## config.mk

```make
export PLATFORM = sky130hd
export DESIGN_NAME = uart_mmio
export DESIGN_NICKNAME = d
export VERILOG_FILES = /design/src/rtl/uart_pkg.sv /design/src/rtl/uart_tx_fifo.sv /design/src/rtl/uart_mmio.sv
export SDC_FILE = /design/constraint.sdc
export NUM_CORES = 1
export LEC_CHECK = 0
export ABC_AREA = 0
export BUFFER_PORTS_ARGS = -buffer_cell sky130_fd_sc_hd__buf_2
export CAP_MARGIN = 40
export CORE_MARGIN = 2
export CORE_UTILIZATION = 45
export DETAILED_ROUTE_END_ITERATION = 8
export GPL_ROUTABILITY_DRIVEN = 0
export PLACE_DENSITY = 0.68
export SLEW_MARGIN = 25
export SYNTH_ARGS = -nofsm -noshare
export SYNTH_HDL_FRONTEND = slang
export SYNTH_SLANG_ARGS = --single-unit
```

## constraint.sdc

```tcl
create_clock -name clk -period 4.7 [get_ports clk]
set_input_delay 0.235 -clock clk [delete_from_list [all_inputs] [get_ports clk]]
set_output_delay 0.235 -clock clk [all_outputs]
set_load 0.1 [all_outputs]
```

## src/rtl/uart_pkg.sv

```systemverilog
// uart_pkg
// Shared definitions for the memory-mapped UART: register offsets (as seen
// on uart_addr[3:2]), bit positions inside the STATUS register, and the
// state encodings of the transmit and receive state machines.
package uart_pkg;

   localparam logic [1:0] OFF_TXDATA = 2'd0;
   localparam logic [1:0] OFF_RXDATA = 2'd1;
   localparam logic [1:0] OFF_STATUS = 2'd2;
   localparam logic [1:0] OFF_DIV    = 2'd3;

   localparam int ST_TX_BUSY    = 0;
   localparam int ST_TX_FULL    = 1;
   localparam int ST_RX_VALID   = 2;
   localparam int ST_RX_OVERRUN = 3;
   localparam int ST_FRAME_ERR  = 4;

   typedef enum logic [1:0] {
      TX_IDLE  = 2'd0,
      TX_START = 2'd1,
      TX_DATA  = 2'd2,
      TX_STOP  = 2'd3
   } tx_state_e;

   typedef enum logic [1:0] {
      RX_IDLE  = 2'd0,
      RX_START = 2'd1,
      RX_DATA  = 2'd2,
      RX_STOP  = 2'd3
   } rx_state_e;

endpackage

```

## src/rtl/uart_tx_fifo.sv

```systemverilog
// uart_tx_fifo
// Small synchronous FIFO that buffers bytes waiting to be transmitted.
// Ports:
//   clk, rst_n   clock and asynchronous active-low reset
//   push, din    write side; a push into a full FIFO is dropped unless a
//                pop happens in the same cycle
//   pop, dout    read side; dout shows the oldest entry (first-word fall-through)
//   count        number of stored entries (0..DEPTH)
//   full, empty  occupancy flags
module uart_tx_fifo #(
   parameter int DEPTH = 4,
   parameter int WIDTH = 8
) (
   input  logic                     clk,
   input  logic                     rst_n,
   input  logic                     push,
   input  logic [WIDTH-1:0]         din,
   input  logic                     pop,
   output logic [WIDTH-1:0]         dout,
   output logic [$clog2(DEPTH):0]   count,
   output logic                     full,
   output logic                     empty
);

   localparam int AW = $clog2(DEPTH);

   logic [WIDTH-1:0] mem [DEPTH];
   logic [AW-1:0]    wr_ptr;
   logic [AW-1:0]    rd_ptr;
   logic             do_push;
   logic             do_pop;

   // A pop in the same cycle frees a slot, so a push to a full FIFO still lands.
   assign empty   = (count == '0);
   assign full    = (count == (AW+1)'(DEPTH));
   assign do_pop  = pop & ~empty;
   assign do_push = push & (~full | do_pop);
   assign dout    = mem[rd_ptr];

   // Pointers wrap naturally because DEPTH is a power of two.
   always_ff @(posedge clk or negedge rst_n) begin
      if (!rst_n) begin
         wr_ptr <= '0;
         rd_ptr <= '0;
         count  <= '0;
      end else begin
         if (do_push) wr_ptr <= wr_ptr + AW'(1);
         if (do_pop)  rd_ptr <= rd_ptr + AW'(1);
         case ({do_push, do_pop})
            2'b10:   count <= count + (AW+1)'(1);
            2'b01:   count <= count - (AW+1)'(1);
            default: count <= count;
         endcase
      end
   end

   // Storage has no reset; only the pointers define what is valid.
   always_ff @(posedge clk) begin
      if (do_push) mem[wr_ptr] <= din;
   end

endmodule

```

## src/rtl/uart_mmio.sv

```systemverilog
// uart_mmio
// Memory-mapped 8N1 UART responder for the bus UART window.
// Ports:
//   clk, rst_n        clock and asynchronous active-low reset
//   uart_addr         bus address, bits [3:2] select TXDATA/RXDATA/STATUS/DIV
//   uart_write_data   write data
//   uart_wen          write strobe, already qualified by the UART window
//   uart_read_data    combinational register read data
//   tx, rx            serial out (idle high) and asynchronous serial in
//   irq               level interrupt: rx_valid | rx_overrun | frame_err
module uart_mmio
   import uart_pkg::*;
#(
   parameter int          TX_DEPTH  = 4,
   parameter logic [15:0] DIV_RESET = 16'd867
) (
   input  logic        clk,
   input  logic        rst_n,
   input  logic [63:0] uart_addr,
   input  logic [31:0] uart_write_data,
   input  logic        uart_wen,
   output logic [31:0] uart_read_data,
   output logic        tx,
   input  logic        rx,
   output logic        irq
);

   localparam int CW = $clog2(TX_DEPTH) + 1;

   logic [1:0]    sel;
   logic          wr_txdata, wr_rxdata, wr_status, wr_div;
   logic [15:0]   div;
   logic [CW-1:0] fifo_count;
   logic [7:0]    fifo_dout;
   logic          fifo_full, fifo_empty, tx_pop;
   logic          tx_busy, tx_full;
   tx_state_e     tx_state;
   logic [15:0]   tx_cnt;
   logic [2:0]    tx_bit;
   logic [7:0]    tx_shift;
   logic          rx_meta, rx_sync;
   rx_state_e     rx_state;
   logic [15:0]   rx_cnt;
   logic [2:0]    rx_bit;
   logic [7:0]    rx_shift;
   logic [16:0]   div_plus_one;
   logic [15:0]   half_wait;
   logic          rx_done, stop_ok, stop_bad, rx_valid_keep;
   logic          rx_valid, rx_overrun, frame_err;
   logic [7:0]    rx_byte;
   logic          unused_bits;

   assign sel       = uart_addr[3:2];
   assign wr_txdata = uart_wen && (sel == OFF_TXDATA);
   assign wr_rxdata = uart_wen && (sel == OFF_RXDATA);
   assign wr_status = uart_wen && (sel == OFF_STATUS);
   assign wr_div    = uart_wen && (sel == OFF_DIV);

   assign unused_bits = ^{uart_addr[63:4], uart_addr[1:0], uart_write_data[31:16], fifo_full};

   uart_tx_fifo #(.DEPTH(TX_DEPTH), .WIDTH(8)) u_fifo (
      .clk   (clk),
      .rst_n (rst_n),
      .push  (wr_txdata),
      .din   (uart_write_data[7:0]),
      .pop   (tx_pop),
      .dout  (fifo_dout),
      .count (fifo_count),
      .full  (fifo_full),
      .empty (fifo_empty)
   );

   assign tx_full = (fifo_count == CW'(TX_DEPTH));
   assign tx_busy = (tx_state != TX_IDLE) | ~fifo_empty;
   assign irq     = rx_valid | rx_overrun | frame_err;

   // A byte leaves the FIFO whenever a new frame starts: from idle, or
   // straight out of a finished stop bit so frames run back-to-back.
   always_comb begin
      tx_pop = 1'b0;
      if (!fifo_empty) begin
         if (tx_state == TX_IDLE) tx_pop = 1'b1;
         if (tx_state == TX_STOP && tx_cnt == '0) tx_pop = 1'b1;
      end
   end

   // Transmit state machine; each bit lasts DIV+1 cycles, with DIV reloaded
   // at every bit start so a DIV change only affects later bits.
   always_ff @(posedge clk or negedge rst_n) begin
      if (!rst_n) begin
         tx_state <= TX_IDLE;
         tx_cnt   <= '0;
         tx_bit   <= '0;
         tx_shift <= '0;
         tx       <= 1'b1;
      end else begin
         case (tx_state)
            TX_IDLE: begin
               if (!fifo_empty) begin
                  tx_state <= TX_START;
                  tx_shift <= fifo_dout;
                  tx_cnt   <= div;
                  tx       <= 1'b0;
               end
            end
            TX_START: begin
               if (tx_cnt == '0) begin
                  tx_state <= TX_DATA;
                  tx_bit   <= '0;
                  tx_cnt   <= div;
                  tx       <= tx_shift[0];
               end else begin
                  tx_cnt <= tx_cnt - 16'd1;
               end
            end
            TX_DATA: begin
               if (tx_cnt == '0) begin
                  tx_cnt <= div;
                  if (tx_bit == 3'd7) begin
                     tx_state <= TX_STOP;
                     tx       <= 1'b1;
                  end else begin
                     tx_bit   <= tx_bit + 3'd1;
                     tx_shift <= {1'b0, tx_shift[7:1]};
                     tx       <= tx_shift[1];
                  end
               end else begin
                  tx_cnt <= tx_cnt - 16'd1;
               end
            end
            TX_STOP: begin
               if (tx_cnt == '0) begin
                  if (!fifo_empty) begin
                     tx_state <= TX_START;
                     tx_shift <= fifo_dout;
                     tx_cnt   <= div;
                     tx       <= 1'b0;
                  end else begin
                     tx_state <= TX_IDLE;
                  end
               end else begin
                  tx_cnt <= tx_cnt - 16'd1;
               end
            end
            default: tx_state <= TX_IDLE;
         endcase
      end
   end

   // Two-flop synchroniser for the asynchronous serial input, idling high.
   always_ff @(posedge clk or negedge rst_n) begin
      if (!rst_n) begin
         rx_meta <= 1'b1;
         rx_sync <= 1'b1;
      end else begin
         rx_meta <= rx;
         rx_sync <= rx_meta;
      end
   end

   // The start bit is re-checked (DIV+1)/2 cycles after it is seen; the
   // counter is loaded with one less because the check edge itself counts.
   assign div_plus_one = {1'b0, div} + 17'd1;
   assign half_wait    = (div_plus_one[16:1] == '0) ? 16'd0 : div_plus_one[16:1] - 16'd1;
   assign rx_done      = (rx_state == RX_STOP) && (rx_cnt == '0);
   assign stop_ok      = rx_done & rx_sync;
   assign stop_bad     = rx_done & ~rx_sync;

   // Receive state machine: start check at mid-bit, then 8 data samples and
   // the stop sample spaced one bit period apart, LSB first.
   always_ff @(posedge clk or negedge rst_n) begin
      if (!rst_n) begin
         rx_state <= RX_IDLE;
         rx_cnt   <= '0;
         rx_bit   <= '0;
         rx_shift <= '0;
      end else begin
         case (rx_state)
            RX_IDLE: begin
               if (!rx_sync) begin
                  rx_state <= RX_START;
                  rx_cnt   <= half_wait;
               end
            end
            RX_START: begin
               if (rx_cnt == '0) begin
                  if (!rx_sync) begin
                     rx_state <= RX_DATA;
                     rx_bit   <= '0;
                     rx_cnt   <= div;
                  end else begin
                     rx_state <= RX_IDLE;
                  end
               end else begin
                  rx_cnt <= rx_cnt - 16'd1;
               end
            end
            RX_DATA: begin
               if (rx_cnt == '0) begin
                  rx_shift <= {rx_sync, rx_shift[7:1]};
                  rx_cnt   <= div;
                  if (rx_bit == 3'd7) rx_state <= RX_STOP;
                  else                rx_bit   <= rx_bit + 3'd1;
               end else begin
                  rx_cnt <= rx_cnt - 16'd1;
               end
            end
            RX_STOP: begin
               if (rx_cnt == '0) rx_state <= RX_IDLE;
               else              rx_cnt   <= rx_cnt - 16'd1;
            end
            default: rx_state <= RX_IDLE;
         endcase
      end
   end

   // A completion that coincides with an RXDATA acknowledge is treated as
   // landing in an empty holding register, so it is kept and not an overrun.
   assign rx_valid_keep = rx_valid & ~wr_rxdata;

   // Software-visible registers; a newly detected error beats its clear.
   always_ff @(posedge clk or negedge rst_n) begin
      if (!rst_n) begin
         div        <= DIV_RESET;
         rx_valid   <= 1'b0;
         rx_byte    <= '0;
         rx_overrun <= 1'b0;
         frame_err  <= 1'b0;
      end else begin
         if (wr_div) div <= uart_write_data[15:0];
         if (stop_ok && !rx_valid_keep) begin
            rx_byte  <= rx_shift;
            rx_valid <= 1'b1;
         end else if (wr_rxdata) begin
            rx_valid <= 1'b0;
         end
         if (stop_ok && rx_valid_keep)
            rx_overrun <= 1'b1;
         else if (wr_status && uart_write_data[ST_RX_OVERRUN])
            rx_overrun <= 1'b0;
         if (stop_bad)
            frame_err <= 1'b1;
         else if (wr_status && uart_write_data[ST_FRAME_ERR])
            frame_err <= 1'b0;
      end
   end

   // Zero-latency read mux straight off the registers.
   always_comb begin
      uart_read_data = '0;
      case (sel)
         OFF_RXDATA: uart_read_data = {23'b0, rx_valid, rx_byte};
         OFF_STATUS: begin
            uart_read_data[ST_TX_BUSY]    = tx_busy;
            uart_read_data[ST_TX_FULL]    = tx_full;
            uart_read_data[ST_RX_VALID]   = rx_valid;
            uart_read_data[ST_RX_OVERRUN] = rx_overrun;
            uart_read_data[ST_FRAME_ERR]  = frame_err;
         end
         OFF_DIV:    uart_read_data = {16'b0, div};
         default:    uart_read_data = '0;
      endcase
   end

endmodule

```

# Word-level counts from Yosys, hierarchy flattened
# Memories as Yosys holds them, arrays and structs flattened.
# Index checks and enable logic that the tools add are counted.
# word_totals
ff_bits	95
latch_bits	0
mem_bits_rw	32
romBits	0
inputBits	100
word_cells	166
memories	1
# memory_table
memory	words	word_bits	read_ports	rd_ports_with_merged_regs	write_ports	line_no	source
u_fifo.mem	4	8	1	0	1	uart_tx_fifo.sv:27	logic [WIDTH-1:0] mem [DEPTH];
# op_classes
add_sub_neg	10
n_mul	0
div	0
order_cmp	0
eq_ne	29
shift	0
mux	59
bitwise	13
n_reduce_logical	35
# ops
op	n
$mux W16	9
$pmux W16 S4	1
$logic_not A16 Y1	3
$pmux W16 S3	1
$sub A16 B1 Y16 const B	3
$mux W8	4
$ne A2 B2 Y1 const B	12
$pmux W8 S3	1
$mux W2	11
$pmux W11 S2	1
$mux W3	7
$pmux W3 S2	3
$add A16 B1 Y17 const B	1
$mux W1	17
$pmux W2 S4	2
$pmux W5 S3	1
$reduce_and A5 Y1	3
$eq A2 B2 Y1 const B	7
$reduce_bool A2 Y1	7
$logic_and A1 B1 Y1	10
$add A3 B1 Y3 const B	3
$eq A3 B3 Y1 const B	3
$eq A2 B1 Y1 const B	4
$reduce_and A4 Y1	2
15 further kinds	30

# Logic depth before layout (Yosys ltp)
# Gate-level depths: netlist of run 1.
# logic_depth
depth_word	9
ltp_mapped	13
mapped_depth_nobuf	13

# By module
# A second synthesis of run 1 with hierarchy kept.
# unflattened
hier_cells	773
hier_area_um2	7861.3
# by_module_without_submodules
mod	n_inst	cells_each	area_each_um2	seq_area_each_um2
uart_mmio	1	679	6192.2	2213.4
uart_tx_fifo	1	94	1669.1	1136.1

# Worst setup path before layout of run 1
# OpenSTA, ideal clock, no wires.
# synth_path
path_kind	register -> register
start	reg tx_cnt[4]
end	reg u_fifo.count[1]
arrival_time_ns	2.855
required_ns	4.617
path_slack_ns	1.763
path_stages_with_launch	11
n_path_buf	0
period_less_slack_ns	2.937
path_cell_list	dfrtp_1 > or4_4 > nor4_4 > and3_1 > a21oi_1 > a2111oi_4 > inv_1 > ha_1 > inv_1 > fa_1 > o21ai_0
# synth_between
elab_chain_cells	9
word_cells_on_any_way	11
cone_classes	eq/ne (2); mux (3); bitwise (3); reduce/logical (3)
# synth_rtl
element	line_no	source
start, declared	uart_mmio.sv:38	logic [15:0] tx_cnt;
start signal, assigned	uart_mmio.sv:102	tx_cnt <= div;
start signal, assigned	uart_mmio.sv:110	tx_cnt <= div;
start signal, assigned	uart_mmio.sv:113	tx_cnt <= tx_cnt - 16'd1;
$logic_not A16 Y1 (*)	uart_mmio.sv:83	if (tx_state == TX_STOP && tx_cnt == '0) tx_pop = 1'b1;
$logic_and A1 B1 Y1 (*)	uart_mmio.sv:83	
$mux W1 (*)	uart_mmio.sv:83	
$mux W1 (*)	uart_mmio.sv:81	if (!fifo_empty) begin
$and A1 B1 Y1 (*)	uart_tx_fifo.sv:36	assign do_pop = pop & ~empty;
$or A1 B1 Y1	uart_tx_fifo.sv:37	assign do_push = push & (~full | do_pop);
$and A1 B1 Y1	uart_tx_fifo.sv:37	
$eq A2 B1 Y1 or $eq A2 B2 Y1 (tied branches)	uart_tx_fifo.sv:49	case ({do_push, do_pop})
$pmux W3 S2 or $reduce_bool A2 Y1 (tied branches)	-	
end signal, assigned	uart_tx_fifo.sv:50	2'b10: count <= count + (AW+1)'(1);
end signal, assigned	uart_tx_fifo.sv:51	2'b01: count <= count - (AW+1)'(1);
end signal, assigned	uart_tx_fifo.sv:52	default: count <= count;
end, declared	uart_tx_fifo.sv:20	output logic [$clog2(DEPTH):0] count,
# Mark *: on every way between the ends. The rest lies on a longest branch, timed or not.
# A chain may end at the register's enable or synchronous reset.

# Worst setup path after layout of run 1
# Same ends and word-level chain as after synthesis.

==> results.yml, run 1 <==
synthesis:
  avgSynthCellArea_um2: 10.56
  synth-warning-count: 0
  synth_area_um2: 7656
  synthCells: 725
  synthArstFlopShare_pct: 74.80
  ys_types: 69
  yosysSeqAreaShare_pct: 43.75
  synth_edf_count: 32
  synth_area_leaders: "dfrtp_1 (28%), edfxtp_1 (13%), mux2_2 (5.4%)"
  ys.flop_type: "dfrtp_1"
  yosys.area.top_type: "dfrtp_1"
  ys_ff_latch: 127
  netlist.area_leader.share_pct: 28.11
timing:
  skew_ps: 13.66
  fin_crit_ps: 3642
  worst_pin_slew_ps: 760.1
  slew_headroom_pct: 48.93
  max_freq_ghz: 0.2746
  drv_slew: 0
  setup_tns_ps: 0
  fin_crit_sh_pct: 77.49
  rsz0062_at_grt: "no"
  finalSetupViolations: 0
  finalHoldViolCount: 0
pwr:
  power_frac_seq_pct: 33.1
  combPwrFrac_pct: 43.2
  p_switching_uw: 2195
  swShare_pct: 41.30
  clkPwrFrac_pct: 23.7
  power.leakage_uw: 0.003643
  p_per_area_nw_per_um2: 626.3
  p_int_uw: 3119
  p_total_uw: 5313
  vdd_drop_max_v: 0.0003167
floorplanning:
  io_pins: 134
  die_h_um: 134.4
  die_w_um: 134.4
  dieArea_um2: 18070
  core-area_um2: 16580
  rows: 47
  initial_core_util_pct: 46.17
global_route:
  grt_max_degree: 51
  grt_antenna_before_repair: 0
  grt_remaining_overflow: 0
  grt_usage_pct: 20.43
  grt_pass1_vias: 5624
  grt_pass1_wl_um: 28840
final_layout:
  nNetsFinal: 871
  syn_to_final_growth_pct: 10.82
  postLayoutCellArea_um2: 8484
  layout-drive-gt1-share_pct: 19.15
  antenna_cells: 0
critical_path:
  slowest_delay_ps: 590
  slowest_stage: "a2111oi_4"
  timing.rr.end: "u_fifo.count[1]"
  crit_top_cell: "inv_1"
  arrival_ps: 3980
  end_kind: "register"
  cp.depth: 10
  cp_max_fo: 13
  critPathCapture: "u_fifo.count[1]"
  reg2reg_setup_slack_ps: 1060
  critical_path_class: "register to register"
  path_buf_inv: 2
  worstSetupStartpoint: "tx_cnt[4]"
  cp_data_required_time_ps: 5040
  r2r_start: "tx_cnt[4]"
  start_kind: "register"
  crit_family: "simple AND/OR/NAND/NOR gates"
  worstPathCellList: "or4_4 > nor4_4 > and3_1 > a21oi_1 > a2111oi_4 > inv_1 > ha_1 > inv_1 > fa_1 > o21ai_0"
  worst_r2r_path_depth: 10
clock_network:
  cts_root_buf: "clkbuf_16"
  cts_tree: "done"
  clock_sinks: 127
  cts_buffers: 17
  clockBufferDepth: 2
  htreeDepth: 4
  path_clk_slew_ps: 60
  cts_setup_buffers: 0
  clk_latency_ps: 430
detailed_routing:
  ant_nets: 0
  drc: 0
  wl_per_cell_um: 17.97
  vias: 5739
  drtPass1Iterations: 5
  wirelength_um: 17560
  post_drt_via_cell_ratio: 5.874
  drt_iter0_markers: 491
placement:
  place_area_um2: 7890
  hpwl_um: 12100
  portBuffers: 39
run:
  cap_violations: 0
min_path:
  hold_start: "uart_write_data[4]"
  hp-class: "input pin to register"
run_status:
  status: "finished clean"
[cells in the mapped netlist, drive strengths merged, types with 3 or more instances]
cell type	number
a22o	15
nor3	25
inv	22
clkbuf	28
dfstp	9
a21o	5
buf	35
and2	11
and3	13
dfrtp	86
xnor2	31
nand3b	5
nand2b	6
mux2i	29
o31ai	5
a21oi	42
or2	4
nor4	7
mux2	37
a31o	3
a22oi	15
ha	26
a2bb2oi	8
or3	4
o21ai	27
o21a	5
or4	3
o22ai	13
edfxtp	32
nand2	31
a221o	11
mux4	8
nand3	15
nor2b	8
nand4	7
xor2	22
nor2	48
[flip-flops by register name (all words and copies together), names as in the netlist, 8 cells and up, named ones only]
name,flops
div,16
tx_cnt,16
u_fifo.mem,32
tx_shift,8
rx_cnt,16
rx_shift,8
rx_byte,8
[worst min-delay path by stage]
| stage | end | cells after the start | slack, ps |
|---|---|---|---|
| after floorplan | asynchronous set/reset pin | 0 | -60 |
| after global placement | u_fifo.wr_ptr[0] | 1 | 270 |
| after detailed placement | u_fifo.wr_ptr[0] | 1 | 280 |
| after CTS | u_fifo.mem[3][4] | 1 | 20 |
| after global routing | u_fifo.mem[3][4] | 1 | 40 |
| final | u_fifo.mem[0][4] | 1 | 40 |
[layer usage]
layer / wire length, um / global-route usage (%)
met4: 274 / 7.076
met1: 8072 / 27.83
met3: 994 / 4.271
met2: 8219 / 32.51
met5: 0 / 0
[repair_timing]
action	4_1_cts	5_1_grt
resized for setup	0	0
hold buffers	2	0
endpoints found under the hold margin	43	0
[cell usage in the layout, fill, tap and decap left out, drive strengths merged, types with 5 or more instances in the layout]
cell type,netlist,routed
a21o,5,5
a21oi,42,42
a221o,11,11
a22o,15,15
a22oi,15,15
a2bb2oi,8,8
and2,11,11
and3,13,13
buf,35,45
clkbuf,28,22
conb,1,16
dfrtp,86,86
dfstp,9,9
edfxtp,32,32
ha,26,26
inv,22,24
mux2,37,37
mux2i,29,29
mux4,8,8
nand2,31,31
nand2b,6,6
nand3,15,15
nand3b,5,5
nand4,7,7
nor2,48,48
nor2b,8,8
nor3,25,25
nor4,7,7
o21a,5,5
o21ai,27,27
o22ai,13,13
o31ai,5,5
xnor2,31,31
xor2,22,22
[through the flow]
step / hold slack [ps] / instances / worst slack, ps / util, %
final: 36.96 / 977 / 1058 / 51.16
after global routing: 39.47 / 977 / 843.1 / 51.16
after CTS: 18.02 / 976 / 1053 / 51.13
after floorplan: -60.59 / 740 / 1763 / -
after global placement: 267.7 / 938 / 1221 / 47.37
after detailed placement: 276.7 / 942 / 1106 / 47.58
[power by group through the flow]
stage	Combinational (uW)	Clock [uW]	Sequential, uW
6_report	2300	1260	1760
5_1_grt	2530	1330	1800
4_1_cts	2280	1290	1750
3_5_place_dp	2260	0	1770
3_3_place_gp	2140	0	1750
2_1_floorplan	1950	0	1610
[area by class of cell]
type | instances | area, um^2
Clock buffer | 21 | 460.4
Clock inverter | 11 | 108.9
Fill cell | 1483 | 8099
Inverter | 22 | 82.58
Multi-Input combinational cell | 528 | 3936
Sequential cell | 127 | 3349
Tap cell | 220 | 275.3
Timing Repair Buffer | 48 | 271.5
[logic make-up (layout without fill, tap and decap cells)]
kind of cell	count (synthesis)	after routing	share of synthesized area, %
buffers and inverters	85	102	5.573
adders and majority gates	27	27	4.511
muxes	74	74	11.59
and+or+nand+nor	193	193	13.11
AOI/OAI and AO/OA	165	165	15.36
DFF	127	127	43.75
other	1	16	0.04898
xor gates and xnor gates	53	53	6.063
Power figures use the tool's default switching activity.
==> run 2: changes to the inputs <==
==> constraint.sdc (replaced) <==
create_clock -name clk -period 3.8 [get_ports clk]
set_input_delay 0.19 -clock clk [delete_from_list [all_inputs] [get_ports clk]]
set_output_delay 0.19 -clock clk [all_outputs]
set_load 0.1 [all_outputs]
==> results.yml, run 2 (synthesis gave the netlist of run 1 again) <==
global_route:
  grt_antenna_before_repair: 0
  grt_max_degree: 56
  grt_pass1_wl_um: 29630
  grt_remaining_overflow: 0
  grt_pass1_vias: 5779
  grt_usage_pct: 20.79
timing:
  finalHoldViolCount: 0
  slew_headroom_pct: 46.03
  setup_tns_ps: 0
  fin_crit_ps: 3296
  setup_ws_ps: 504.5
  finalSetupViolations: 0
  max_freq_ghz: 0.3034
  rsz0062_at_grt: "no"
  drv_slew: 0
  worst_pin_slew_ps: 803.4
  skew_ps: 6.259
  fin_crit_sh_pct: 86.72
pwr:
  p_per_area_nw_per_um2: 769.4
  p_int_uw: 3963
  clkPwrFrac_pct: 24.6
  vdd_drop_max_v: 0.0003463
  combPwrFrac_pct: 43.0
  power.leakage_uw: 0.003742
  power_frac_seq_pct: 32.4
  swShare_pct: 40.63
  p_switching_uw: 2712
clock_network:
  cts_root_buf: "clkbuf_16"
  cts_resized: 0
  clk_latency_ps: 420
  clock_sinks: 127
  path_clk_slew_ps: 60
  htreeDepth: 4
  cts_tree: "done"
  cts_buffers: 17
  cts_setup_buffers: 0
  clockBufferDepth: 2
  postCtsHoldBufs: 11
critical_path:
  start_kind: "register"
  critical_path_class: "register to register"
  cp_data_required_time_ps: 4100
  end_kind: "register"
  cp_max_fo: 8
  reg2reg_setup_slack_ps: 500
  critPathCapture: "u_fifo.count[2]"
  worstSetupStartpoint: "tx_cnt[10]"
  arrival_ps: 3600
  r2r_start: "tx_cnt[10]"
  worst_r2r_path_depth: 12
  timing.rr.end: "u_fifo.count[2]"
placement:
  post-place-ws_ps: 508.8
  hpwl_um: 12410
  portBuffers: 39
  place_area_um2: 7963
detailed_routing:
  wl_per_cell_um: 17.90
  wirelength_um: 17760
  routed-wl-met3_um: 969
  post_drt_via_cell_ratio: 5.739
  wl_met2_um: 8186
  ant_nets: 0
  drtPass1Iterations: 6
  vias: 5693
  top_layer: "met4"
  wl_met1_um: 8247
  drt_iter0_markers: 487
  drc: 0
final_layout:
  largest_register_ffs: 32
  largest_register: "u_fifo.mem"
  fillCellCount: 1503
  seq_area_um2: 3349
  syn_to_final_growth_pct: 13.32
  layout-drive-gt1-share_pct: 19.69
  multi_input_area_um2: 3936
  antenna_cells: 0
  nNetsFinal: 886
  postLayoutCellArea_um2: 8676
  postLayoutCoreUtil_pct: 52.32
  final_cell_mix: "dfrtp_1 (86), nor2_1 (48), a21oi_1 (41), buf_2 (38), mux2_2 (37)"
  layout_commonest_cell: "dfrtp_1"
floorplanning:
  initial_core_util_pct: 46.17
  die_w_um: 134.4
  io_pins: 134
  rows: 47
  core-area_um2: 16580
  dieArea_um2: 18070
  die_h_um: 134.4
run:
  cap_violations: 0
min_path:
  hp-class: "input pin to register"
run_status:
  status: "finished clean"
## run 2: power by group through the flow
stage / Sequential [uW] / Combinational (uW) / Clock (uW)
2_1_floorplan: 1990 / 2410 / 0
3_3_place_gp: 2150 / 2700 / 0
3_5_place_dp: 2180 / 2830 / 0
4_1_cts: 2160 / 2860 / 1660
5_1_grt: 2210 / 3190 / 1730
6_report: 2160 / 2870 / 1640
## run 2: metal layers
metal / GRT usage (%) / up-vias
met5: 0 / -
met4: 8.421 / 0
met3: 3.553 / 24
met2: 32.43 / 182
met1: 28.90 / 2793
li1: - / 2694
## run 2: how the worst min path moves through the flow
stage / from / endpoint / slack (ps) / cells after the start
2_1_floorplan: rst_n / asynchronous set/reset pin / -110 / 0
3_3_place_gp: rx / rx_meta / 300 / 1
3_5_place_dp: rst_n / u_fifo.wr_ptr[1] / 100 / 1
4_1_cts: uart_write_data[6] / u_fifo.mem[0][6] / 0.9 / 1
5_1_grt: uart_write_data[11] / div[11] / 8 / 2
6_report: uart_write_data[11] / div[11] / 10 / 2
## run 2: critical path: stages (launching register included)
cell and delay [ps]:
dfrtp_1 460, or4_1 570, nor2_1 230, and3_1 210, a21oi_1 160, a2111oi_4 590
inv_1 90, ha_1 220, inv_1 80, fa_1 190, xor2_1 170, nor2_1 70
xor2_1 140
## run 2: cell type report
type | count | area share (%)
well taps | 220 | 3.173
flip-flops and latches | 127 | 38.61
multi-input cells | 528 | 45.37
inverters | 22 | 0.9518
clock buffers | 21 | 5.423
repair buffers | 63 | 4.947
clock inverters | 11 | 1.529
## run 2: through the flow
| stage | std cells | hold WS [ps] | total power, uW |
|---|---|---|---|
| 2_1_floorplan | 740 | -105.6 | 4400 |
| 3_3_place_gp | 946 | 297.3 | 4843 |
| 3_5_place_dp | 949 | 97.56 | 5005 |
| 4_1_cts | 992 | 0.8924 | 6679 |
| 5_1_grt | 992 | 8.079 | 7125 |
| 6_report | 992 | 14.15 | 6675 |
